--- config.mk ---
export PLATFORM = sky130hd
export DESIGN_NAME = hazard_ctrl
export DESIGN_NICKNAME = d
export VERILOG_FILES = /design/src/rtl/hazard_ctrl.sv
export SDC_FILE = /design/constraint.sdc
export NUM_CORES = 1
export LEC_CHECK = 0
export CORE_UTILIZATION = 30
export CTS_BUF_LIST = sky130_fd_sc_hd__clkbuf_16
export CTS_CLUSTER_DIAMETER = 50
export DETAILED_ROUTE_END_ITERATION = 12
export PLACE_DENSITY = 0.7
export RECOVER_POWER = 100
export SLEW_MARGIN = 20
export SYNTH_ARGS = -nofsm -noshare
export SYNTH_HDL_FRONTEND = slang
export SYNTH_SLANG_ARGS = --single-unit
--- constraint.sdc ---
create_clock -name CLK -period 4.66 [get_ports CLK]
set_input_delay 1.398 -clock CLK [delete_from_list [all_inputs] [get_ports CLK]]
set_output_delay 1.398 -clock CLK [all_outputs]
set_load 0.01 [all_outputs]
--- src/rtl/hazard_ctrl.sv ---
// ---------------------------------------------------------------------------
// hazard_ctrl -- pipeline hazard controller
//
// Purpose:
//   Control end of the en/flush pairs on the IF/ID, ID/EX and EX/MEM latches,
//   plus the PC enable. It resolves halt, dcache wait, taken branch/jump,
//   data (RAW / load-use) stalls and icache wait. Per-cycle priority, highest
//   first: HALT > DWAIT > branch flush > data stall > ihit wait > RUN.
//
// Ports:
//   CLK, RST                  clock (rising edge), synchronous active-high reset
//   ihit, dhit                icache / dcache completion for this cycle
//   mem_req                   EX/MEM latch holds a load or store
//   id_rs, id_rt, id_uses_rt  source registers of the instruction in ID
//   ex_regWr, ex_dREN, ex_wsel    writer / load / destination in EX
//   mem_regWr, mem_wsel       writer / destination in MEM
//   ex_br_taken               taken branch or jump resolved in EX
//   mem_halt                  halt instruction reached EX/MEM
//   pc_en, *_en, *_flush      latch controls (combinational from state+inputs)
//   halted                    sticky halt status (registered)
//
// Configuration:
//   HAZARD_FWD_EN  defined   -> forwarding exists; stall only on load-use,
//                               exactly one cycle.
//                  undefined -> stall on any RAW against EX or MEM writers,
//                               at most MAX_STALL consecutive cycles.
// ---------------------------------------------------------------------------
module hazard_ctrl #(
  parameter int REG_W     = 5,
  parameter int MAX_STALL = 2
) (
  input  logic             CLK,
  input  logic             RST,
  input  logic             ihit,
  input  logic             dhit,
  input  logic             mem_req,
  input  logic [REG_W-1:0] id_rs,
  input  logic [REG_W-1:0] id_rt,
  input  logic             id_uses_rt,
  input  logic             ex_regWr,
  input  logic             ex_dREN,
  input  logic [REG_W-1:0] ex_wsel,
  input  logic             mem_regWr,
  input  logic [REG_W-1:0] mem_wsel,
  input  logic             ex_br_taken,
  input  logic             mem_halt,
  output logic             pc_en,
  output logic             ifid_en,
  output logic             ifid_flush,
  output logic             idex_en,
  output logic             idex_flush,
  output logic             exmem_en,
  output logic             exmem_flush,
  output logic             halted
);

  localparam int CNT_W = (MAX_STALL < 1) ? 1 : $clog2(MAX_STALL + 1);

  typedef enum logic [1:0] {RUN, DWAIT, STALL, HALT} state_t;

  state_t           stateReg;
  logic [CNT_W-1:0] stallCntReg;
  logic             haltedReg;

  // A destination matches if it is non-zero and the ID instruction reads it.
  logic exHit, memHit, hazard;
  assign exHit  = (ex_wsel != '0) &&
                  ((ex_wsel == id_rs) || (id_uses_rt && (ex_wsel == id_rt)));
  assign memHit = (mem_wsel != '0) &&
                  ((mem_wsel == id_rs) || (id_uses_rt && (mem_wsel == id_rt)));

`ifdef HAZARD_FWD_EN
  // Forwarding covers everything except a load whose data is not back yet.
  localparam int STALL_LIMIT = 1;
  assign hazard = ex_dREN && ex_regWr && exHit;
  logic unusedNoFwd;
  assign unusedNoFwd = memHit & mem_regWr;
`else
  localparam int STALL_LIMIT = MAX_STALL;
  assign hazard = (ex_regWr && exHit) || (mem_regWr && memHit);
  logic unusedFwd;
  assign unusedFwd = ex_dREN;
`endif

  logic haltNow, dwaitNow, stallNow;

  always_comb begin
    pc_en       = 1'b1;
    ifid_en     = 1'b1;
    ifid_flush  = 1'b0;
    idex_en     = 1'b1;
    idex_flush  = 1'b0;
    exmem_en    = 1'b1;
    exmem_flush = 1'b0;
    haltNow     = 1'b0;
    dwaitNow    = 1'b0;
    stallNow    = 1'b0;
    if (RST) begin
      // Latches run freely while reset is held.
    end else if ((stateReg == HALT) || mem_halt) begin
      haltNow  = 1'b1;
      pc_en    = 1'b0;
      ifid_en  = 1'b0;
      idex_en  = 1'b0;
      exmem_en = 1'b0;
    end else if (mem_req && !dhit) begin
      // Freeze everything; a pending branch flush stays visible on
      // ex_br_taken and is applied in the cycle dhit arrives.
      dwaitNow = 1'b1;
      pc_en    = 1'b0;
      ifid_en  = 1'b0;
      idex_en  = 1'b0;
      exmem_en = 1'b0;
    end else if (ex_br_taken) begin
      // Wrong-path instructions in IF/ID and ID/EX are squashed; this also
      // overrides any stall for the (wrong-path) instruction in ID.
      ifid_flush = 1'b1;
      idex_flush = 1'b1;
    end else if (hazard && (stallCntReg < CNT_W'(STALL_LIMIT))) begin
      stallNow   = 1'b1;
      pc_en      = 1'b0;
      ifid_en    = 1'b0;
      idex_flush = 1'b1;
    end else if (!ihit) begin
      pc_en      = 1'b0;
      ifid_flush = 1'b1;
    end
  end

  assign halted = haltedReg;

  always_ff @(posedge CLK) begin
    if (RST) begin
      stateReg    <= RUN;
      stallCntReg <= '0;
      haltedReg   <= 1'b0;
    end else if (haltNow) begin
      stateReg    <= HALT;
      stallCntReg <= '0;
      haltedReg   <= 1'b1;
    end else if (dwaitNow) begin
      // Pipeline frozen: keep the stall count of an interrupted stall.
      stateReg <= DWAIT;
    end else if (stallNow) begin
      stateReg <= STALL;
      if (stallCntReg != CNT_W'(MAX_STALL))
        stallCntReg <= stallCntReg + CNT_W'(1);
    end else begin
      stateReg    <= RUN;
      stallCntReg <= '0;
    end
  end

`ifndef HAZARD_FWD_EN
  // A RAW hazard still present after MAX_STALL stall cycles means the
  // datapath is not draining as expected.
  logic stallOverrun;
  assign stallOverrun = !RST && !haltNow && !dwaitNow && !ex_br_taken &&
                        hazard && (stallCntReg == CNT_W'(MAX_STALL));
  always_ff @(posedge CLK) begin
    assert (!stallOverrun);
  end
`endif

endmodule

==> key figures, run 1 <==
Routing
  – Number of DRC markers after the initial detailed-route iteration: 11
  – Antenna Violating Nets Remaining: 0
  – DRC violations left: 0
  – Via density: 4.72
  – First-pass DRT Iterations: 4
  – Sum of routed wire length over all layers: 2070 um
  – Detail-routed net length per standard cell: 13.5 um
  – Via count: 722

Layout
  – Proportion of layout cells with a drive suffix above 1: 22.7%
  – Area taken by multi-input logic gates: 485 um2
  – Ant diodes: 0
  – Final #Nets: 161
  – Layout Area Growth over Synthesis: 96.2%
  – Fillers: 146
  – Sequential cell area: 100 um2

Pwr
  – Clk pwr share: 51.2%
  – Power Density: 237 nW/um2
  – Worst IR Drop VDD: 0.000186 V
  – Power consumption: 0.000275 W
  – Int Power: 0.000208 W
  – Switching component of the power: 0.0000675 W
  – Switching share of total power: 24.5%
  – Portion of total power attributed to combinational logic: 32.2%
  – Leakage power summed over all cells: 0.457 nW
  – Sequential Power Share: 16.6%

CTS
  – Clock Path Buffers: 2
  – Number of sinks on the clock net: 5
  – Number of buffers inserted during clock tree synthesis: 3
  – Worst-Skew Late Latency: 0.23 ns
  – H-Tree Level Count: 1
  – Clock tree from TritonCTS: yes
  – Post-CTS Repair Setup Buffers: 0
  – CTS Root Cell: sky130_fd_sc_hd__clkbuf_16
  – CTS clock-pin slew for the worst setup and hold paths: 0.03 ns

Setup path
  – Worst EP required: 3.26 ns
  – Worst-path maximum fanout: 4
  – Startpoint Class: input pin
  – Crit path kind: in2out
  – R2R cell count: 6
  – Setup crit start: ex_wsel[3]
  – Register-to-Register Setup Slack: 3.30 ns
  – Worst Setup EP: ifid_flush
  – CP arrival: 3.24 ns
  – Worst reg2reg path startpoint: stallCntReg[1]$_SDFFE_PP0P_
  – Reg-to-Reg End: stallCntReg[0]$_SDFFE_PP0P_
  – CP endpoint kind: output pin

STA
  – Max Slew Vio Count: 0
  – Maximum clock frequency: 216 MHz
  – Setup Skew: 0.00138 ns
  – Period minus WS final: 4.64 ns
  – Total negative setup slack: 0 ns
  – Worst relative slew slack: 62.5%
  – Hold Violations, Final: 0
  – Final setup violation count: 0
  – Final worst-path setup slack: 0.0240 ns
  – Slew at the pin closest to its max-slew limit: 0.562 ns
  – Period Utilization, post-route: 99.5%
  – WHS: 0.444 ns

Die
  – Std-Cell Rows: 15
  – Width of the chip: 46.4 um
  – Die Area: 2150 um2
  – Starting density of the core: 33.2%
  – Die H: 46.4 um
  – Standard cell core area: 1780 um2
  – Number of placed I/O pins: 39

Run status
  – Run status: complete, no violations

Synth
  – Distinct cell type count after synthesis: 26
  – Biggest area contributors in the synthesized netlist: sky130_fd_sc_hd__xnor2_1 30%, sky130_fd_sc_hd__dfxtp_1 17%, sky130_fd_sc_hd__nand2_1 5.1%, sky130_fd_sc_hd__a2111oi_4 4.7%, sky130_fd_sc_hd__inv_1 4.4%
  – Post-synthesis cell type with the largest combined area: sky130_fd_sc_hd__xnor2_1
  – Net count of the mapped netlist: 109
  – Register area share after synthesis: 16.9%
  – Average cell area after synthesis: 7.69 um2
  – Post-Syn Instances: 77
  – Warning count from the yosys run: 0
  – Proportion of netlist area held by the largest area contributor: 29.6%
  – Number of storage elements in the synthesis netlist: 5
  – Post-synthesis instance area: 592 um2

Place
  – Minimum setup slack after placement: -0.379 ns
  – Number of input and output port buffers inserted: 36
  – Routability-driven placement congestion ratio: 0.800
  – HPWL Detailed: 1480 um

Global routing
  – Global router's overall resource usage: 18.8%
  – Number of antenna violations at the first check in global routing: 0
  – Largest net degree at the start of global routing: 7
  – Total grt overflow: 0
  – Vias in the first global route: 641
  – Global-route wire length before repair: 2780 um

Hold path
  – Hold Crit Class: reg2reg

Flow run
  – Max-capacitance violation count: 0
logic make-up (layout without fill, tap and decap cells):
family	count (synthesis)	count (layout)	share of synthesized area, %
other	1	1	0.634
buffers and inverters	9	60	6.98
AO/OA/AOI/OAI	17	17	23.5
XOR/XNOR	20	20	29.6
adder cells (fa/ha/maj)	1	1	2.11
flip-flops	5	5	16.9
AND/OR/NAND/NOR	24	24	20.3
critical path, cell delays in order:
cell and delay, ns:
sky130_fd_sc_hd__clkdlybuf4s50_1 0.43, sky130_fd_sc_hd__or4_1 0.56, sky130_fd_sc_hd__o21ai_2 0.17, sky130_fd_sc_hd__nor2_1 0.08
sky130_fd_sc_hd__a22o_4 0.24, sky130_fd_sc_hd__a2111oi_4 0.18, sky130_fd_sc_hd__buf_2 0.18
power groups by stage:
| stage | sequential [W] | clock, W | combinational [W] |
|---|---|---|---|
| after floorplan | 0.0000466 | 0 | 0.0000346 |
| after global placement | 0.0000462 | 0 | 0.0000846 |
| after detailed placement | 0.0000463 | 0 | 0.0000856 |
| after CTS | 0.0000457 | 0.000143 | 0.0000854 |
| after global routing | 0.0000458 | 0.000147 | 0.0000951 |
| final | 0.0000457 | 0.000141 | 0.0000886 |
registers in the layout, indices dropped and copies added, names as in the netlist:
| signal | cells |
|---|---|
| halted | 1 |
| stallCntReg | 2 |
| stateReg | 2 |
what timing repair did:
item	CTS	global route
gates resized for setup	16	10
pin swaps	0	3
setup endpoints to repair	4	3
hold buffers	0	0
cell usage in the layout (no fill, tap or decap), types with 2 or more instances in the layout:
cell type | Yosys | final
sky130_fd_sc_hd__dfxtp_1 | 5 | 5
sky130_fd_sc_hd__clkbuf_16 | 0 | 3
sky130_fd_sc_hd__buf_2 | 0 | 4
sky130_fd_sc_hd__nand2_1 | 8 | 8
sky130_fd_sc_hd__a21oi_1 | 5 | 5
sky130_fd_sc_hd__nand3_1 | 3 | 3
sky130_fd_sc_hd__clkdlybuf4s50_1 | 0 | 28
sky130_fd_sc_hd__xnor2_1 | 20 | 20
sky130_fd_sc_hd__a22oi_2 | 1 | 2
sky130_fd_sc_hd__buf_4 | 2 | 12
sky130_fd_sc_hd__inv_1 | 7 | 8
sky130_fd_sc_hd__nor2_1 | 3 | 2
sky130_fd_sc_hd__a31oi_1 | 2 | 2
sky130_fd_sc_hd__dlymetal6s2s_1 | 0 | 2
sky130_fd_sc_hd__o22ai_2 | 0 | 2
sky130_fd_sc_hd__nand4_1 | 2 | 2
sky130_fd_sc_hd__nor3_1 | 2 | 2
sky130_fd_sc_hd__dlygate4sd3_1 | 0 | 2
routing by layer:
layer / global-route usage (%) / wire [um]
met5: 0 / 0
met4: 7.06 / 48
met3: 6.27 / 93
met2: 30.8 / 1050
met1: 22.3 / 875
per-stage QoR:
| stage | instance area (um2) | std cells | utilization (%) |
|---|---|---|---|
| final | 1160 | 153 | 65.1 |
| after global routing | 1160 | 153 | 65.1 |
| after CTS | 1140 | 153 | 64.1 |
| after detailed placement | 1070 | 149 | 59.8 |
| after global placement | 1070 | 149 | 59.8 |
| after floorplan | 592 | 77 | - |
how the worst min path moves through the flow:
stage | slack, ns | cells past startpoint | endpoint | from
after floorplan | 0.46 | 2 | halted$_SDFFE_PP0P_ | halted$_SDFFE_PP0P_
after global placement | 0.44 | 2 | halted$_SDFFE_PP0P_ | halted$_SDFFE_PP0P_
after detailed placement | 0.44 | 2 | halted$_SDFFE_PP0P_ | halted$_SDFFE_PP0P_
after CTS | 0.45 | 2 | halted$_SDFFE_PP0P_ | halted$_SDFFE_PP0P_
after global routing | 0.49 | 2 | halted$_SDFFE_PP0P_ | halted$_SDFFE_PP0P_
final | 0.44 | 2 | halted$_SDFFE_PP0P_ | halted$_SDFFE_PP0P_
cell type report:
| class | instances | area share, % |
|---|---|---|
| Tap cell | 25 | 2.69 |
| Timing Repair Buffer | 49 | 37.8 |
| Multi-Input combinational cell | 63 | 41.8 |
| Sequential cell | 5 | 8.62 |
| Clock inverter | 1 | 0.323 |
| Inverter | 7 | 2.26 |
| Clock buffer | 3 | 6.47 |
cells in the mapped netlist:
cell type,instances
sky130_fd_sc_hd__o21ai_1,2
sky130_fd_sc_hd__nor3b_1,1
sky130_fd_sc_hd__nand2_1,8
sky130_fd_sc_hd__nand3_1,3
sky130_fd_sc_hd__or4_1,2
sky130_fd_sc_hd__ha_1,1
sky130_fd_sc_hd__nand4_1,2
sky130_fd_sc_hd__inv_1,7
sky130_fd_sc_hd__nor2_1,3
sky130_fd_sc_hd__nor3_1,2
sky130_fd_sc_hd__a31oi_1,2
sky130_fd_sc_hd__a22oi_1,1
sky130_fd_sc_hd__a2111oi_4,1
sky130_fd_sc_hd__nand2b_1,1
sky130_fd_sc_hd__a22o_4,1
sky130_fd_sc_hd__buf_4,2
sky130_fd_sc_hd__dfxtp_1,5
sky130_fd_sc_hd__o22ai_1,2
sky130_fd_sc_hd__o21ai_0,1
sky130_fd_sc_hd__a22oi_2,1
sky130_fd_sc_hd__xnor2_1,20
sky130_fd_sc_hd__o21ai_2,1
sky130_fd_sc_hd__a21oi_1,5
sky130_fd_sc_hd__conb_1,1
sky130_fd_sc_hd__or2_1,1
sky130_fd_sc_hd__nor2b_1,1
Power figures use the tool's default switching activity.
==> inputs of run 2 (changes only) <==
--- a/config.mk
+++ b/config.mk
@@ -11,6 +11,7 @@
 export DETAILED_ROUTE_END_ITERATION = 12
 export PLACE_DENSITY = 0.7
 export RECOVER_POWER = 100
+export REMOVE_ABC_BUFFERS = 1
 export SLEW_MARGIN = 20
 export SYNTH_ARGS = -nofsm -noshare
 export SYNTH_HDL_FRONTEND = slang
==> run 2 against run 1 <==
Clock power about the same. Cell count unchanged. Total power decreased by 1.3%. Combinational power decreased by 1%. Non-clock buffer count unchanged. Cell area increased by 0.54%. Largest power group unchanged. Largest cell class unchanged. Global-route usage increased by 0.72 points. Clock skew increased by 0.0014 ns.
==> key figures, run 2 (synthesis results as in run 1) <==
Pwr
  – Worst IR Drop VDD: 0.000240 V (+29%)
  – Power consumption: 0.000272 W (-1.3%)
  – Power Density: 233 nW/um2 (-1.8%)
  – Clk pwr share: 51.0% (-0.2 points)
  – Portion of total power attributed to combinational logic: 32.2% (about the same)
  – Switching share of total power: 23.7% (-0.85 points)
  – Switching component of the power: 0.0000643 W (-4.7%)
  – Leakage power summed over all cells: 0.477 nW (+4.4%)
  – Int Power: 0.000207 W (-0.19%)
  – Sequential Power Share: 16.8% (+0.2 points)

Die
  – Number of placed I/O pins: 39 (unchanged)
  – Std-Cell Rows: 15 (unchanged)
  – Standard cell core area: 1780 um2 (unchanged)
  – Starting density of the core: 33.2% (unchanged)
  – Die H: 46.4 um (unchanged)
  – Die Area: 2150 um2 (unchanged)
  – Width of the chip: 46.4 um (unchanged)

Layout
  – Layout Area Growth over Synthesis: 97.3%
  – Commonest non-fill, non-tap cell in the layout: sky130_fd_sc_hd__clkdlybuf4s50_1
  – Post-route core utilization: 65.5% (+0.35 points)
  – Final #Nets: 161 (unchanged)
  – Most frequent cells in the layout: 26 x sky130_fd_sc_hd__clkdlybuf4s50_1, 20 x sky130_fd_sc_hd__xnor2_1, 12 x sky130_fd_sc_hd__buf_4
  – Proportion of layout cells with a drive suffix above 1: 22.7% (unchanged)
  – Ant diodes: 0 (unchanged)
  – Final standard cell area without fillers: 1170 um2 (+0.54%)

STA
  – Slew at the pin closest to its max-slew limit: 0.580 ns (+0.0178 ns)
  – Maximum clock frequency: 217 MHz (+0.48%)
  – Period Utilization, post-route: 99.0% (-0.47 points)
  – Hold Violations, Final: 0 (unchanged)
  – WHS: 0.460 ns (+0.0162 ns)
  – Period minus WS final: 4.61 ns (-0.0220 ns)
  – Final worst-path setup slack: 0.0460 ns (+0.0220 ns)
  – Max Slew Vio Count: 0 (unchanged)
  – Worst relative slew slack: 61.3% (-1.2 points)
  – Setup Skew: 0.00278 ns (+0.00140 ns)
  – Final setup violation count: 0 (unchanged)

Place
  – Minimum setup slack after placement: -0.391 ns (-0.0117 ns)
  – Routability-driven placement congestion ratio: 0.865 (+8.1%)
  – Number of input and output port buffers inserted: 36 (unchanged)
  – Post-place instance area: 1070 um2 (unchanged)
  – HPWL Detailed: 1660 um (+12%)

Routing
  – Via count: 702 (-2.8%)
  – Via density: 4.59 (-2.8%)
  – Number of DRC markers after the initial detailed-route iteration: 10 (-1)
  – Sum of routed wire length over all layers: 2010 um (-2.8%)
  – DRC violations left: 0 (unchanged)
  – First-pass DRT Iterations: 3 (-1)
  – Antenna Violating Nets Remaining: 0 (unchanged)
  – Detail-routed net length per standard cell: 13.1 um (-2.8%)

Hold path
  – Hold Crit Class: reg2reg

Global routing
  – Global router's overall resource usage: 19.5% (+0.72 points)
  – Vias in the first global route: 694 (+8.3%)
  – Global-route wire length before repair: 2940 um (+5.7%)
  – Number of antenna violations at the first check in global routing: 0 (unchanged)
  – Total grt overflow: 0 (unchanged)
  – Largest net degree at the start of global routing: 7 (unchanged)

Setup path
  – CP arrival: 3.22 ns (-0.02 ns)
  – Series of cell instances along the critical path: clkdlybuf4s50_1 > or4_4 > o21ai_4 > nor2_1 > a22o_4 > a2111oi_4 > buf_2
  – Worst-path maximum fanout: 4 (unchanged)
  – Critical path buffers and inverters: 2 (unchanged)
  – Worst EP required: 3.26 ns (about the same)
  – Startpoint Class: input pin
  – Largest stage delay, worst path: 0.55 ns (about the same)
  – Slowest cell on the critical path: sky130_fd_sc_hd__or4_4
  – Crit path kind: in2out
  – CP endpoint kind: output pin
  – CP top delay family: simple AND/OR/NAND/NOR gates

Flow run
  – Max-capacitance violation count: 0 (unchanged)

Run status
  – Run status: complete, no violations

CTS
  – Clock Path Buffers: 2 (unchanged)
  – CTS clock-pin slew for the worst setup and hold paths: 0.03 ns (about the same)
  – Post-CTS Repair Setup Buffers: 0 (unchanged)
  – Number of sinks on the clock net: 5 (unchanged)
  – Worst-Skew Late Latency: 0.23 ns (about the same)
  – Hold bufs inserted after CTS: 0 (unchanged)
  – H-Tree Level Count: 1 (unchanged)
  – Clock tree from TritonCTS: yes
  – CTS Root Cell: sky130_fd_sc_hd__clkbuf_16
  – Number of buffers inserted during clock tree synthesis: 3 (unchanged)
## run 2: changes by cell type in the layout (fill, tap and decap cells not counted), sizes merged
cell	previous run	this run
clkdlybuf4s50	28	26
dlymetal6s2s	2	4
## run 2: path summary, 6_finish.rpt
check / from / end / slack (ns) / cells past startpoint
min reg2reg: halted$_SDFFE_PP0P_ / halted$_SDFFE_PP0P_ / 0.46 / 2
max reg2reg: stallCntReg[1]$_SDFFE_PP0P_ / stallCntReg[0]$_SDFFE_PP0P_ / 3.31 / 6
max: ex_wsel[0] / ifid_flush / 0.05 / 7
min: halted$_SDFFE_PP0P_ / halted$_SDFFE_PP0P_ / 0.46 / 2
## run 2: worst min-delay path, stage by stage (launching register included)
cell and delay [ns]:
sky130_fd_sc_hd__dfxtp_1 0.30, sky130_fd_sc_hd__inv_1 0.05, sky130_fd_sc_hd__a21oi_1 0.06
## run 2: layer usage
metal | part of all wire, % | GRT usage, % | vias to the layer above
li1 | - | - | 367
met1 | 44 | 22.0 | 323
met2 | 53 | 36.4 | 12
met3 | 2.3 | 7.06 | 0
met4 | 0 | 0 | 0
met5 | 0 | 0 | -
## run 2: stage by stage
step,setup TNS (ns),std cells
6_report,0,153
5_1_grt,-0.0129,153
4_1_cts,0,153
3_5_place_dp,-1.39,149
3_3_place_gp,-1.23,149
2_1_floorplan,0,75
## run 2: layout make-up
cell class | instances | area, um2
Tap cell | 25 | 31.3
Multi-Input combinational cell | 63 | 487
Timing Repair Buffer | 49 | 444
Fill cell | 155 | 616
Clock inverter | 1 | 3.75
Sequential cell | 5 | 100
Inverter | 7 | 26.3
Clock buffer | 3 | 75.1
## run 2: timing repair
item                                    CTS  global route
endpoints found under the hold margin     0             0
pin swaps                                 0             3
endpoints found under the setup margin    4             4
gates resized for setup                  17            11
## run 2: power groups by stage
stage	Clock (W)	Combinational, W	Sequential (W)
after CTS	0.000139	0.0000880	0.0000458
after global routing	0.000144	0.0000939	0.0000460
after global placement	0	0.0000846	0.0000462
after floorplan	0	0.0000331	0.0000466
after detailed placement	0	0.0000866	0.0000463
final	0.000138	0.0000874	0.0000457
==> inputs of run 3 (changes only) <==
--- a/config.mk
+++ b/config.mk
@@ -5,6 +5,7 @@
 export SDC_FILE = /design/constraint.sdc
 export NUM_CORES = 1
 export LEC_CHECK = 0
+export CAP_MARGIN = 10
 export CORE_UTILIZATION = 30
 export CTS_BUF_LIST = sky130_fd_sc_hd__clkbuf_16
 export CTS_CLUSTER_DIAMETER = 50
==> results of run 3 <==
Same layout as run 2: the final DEF is identical, and so are final timing and power.
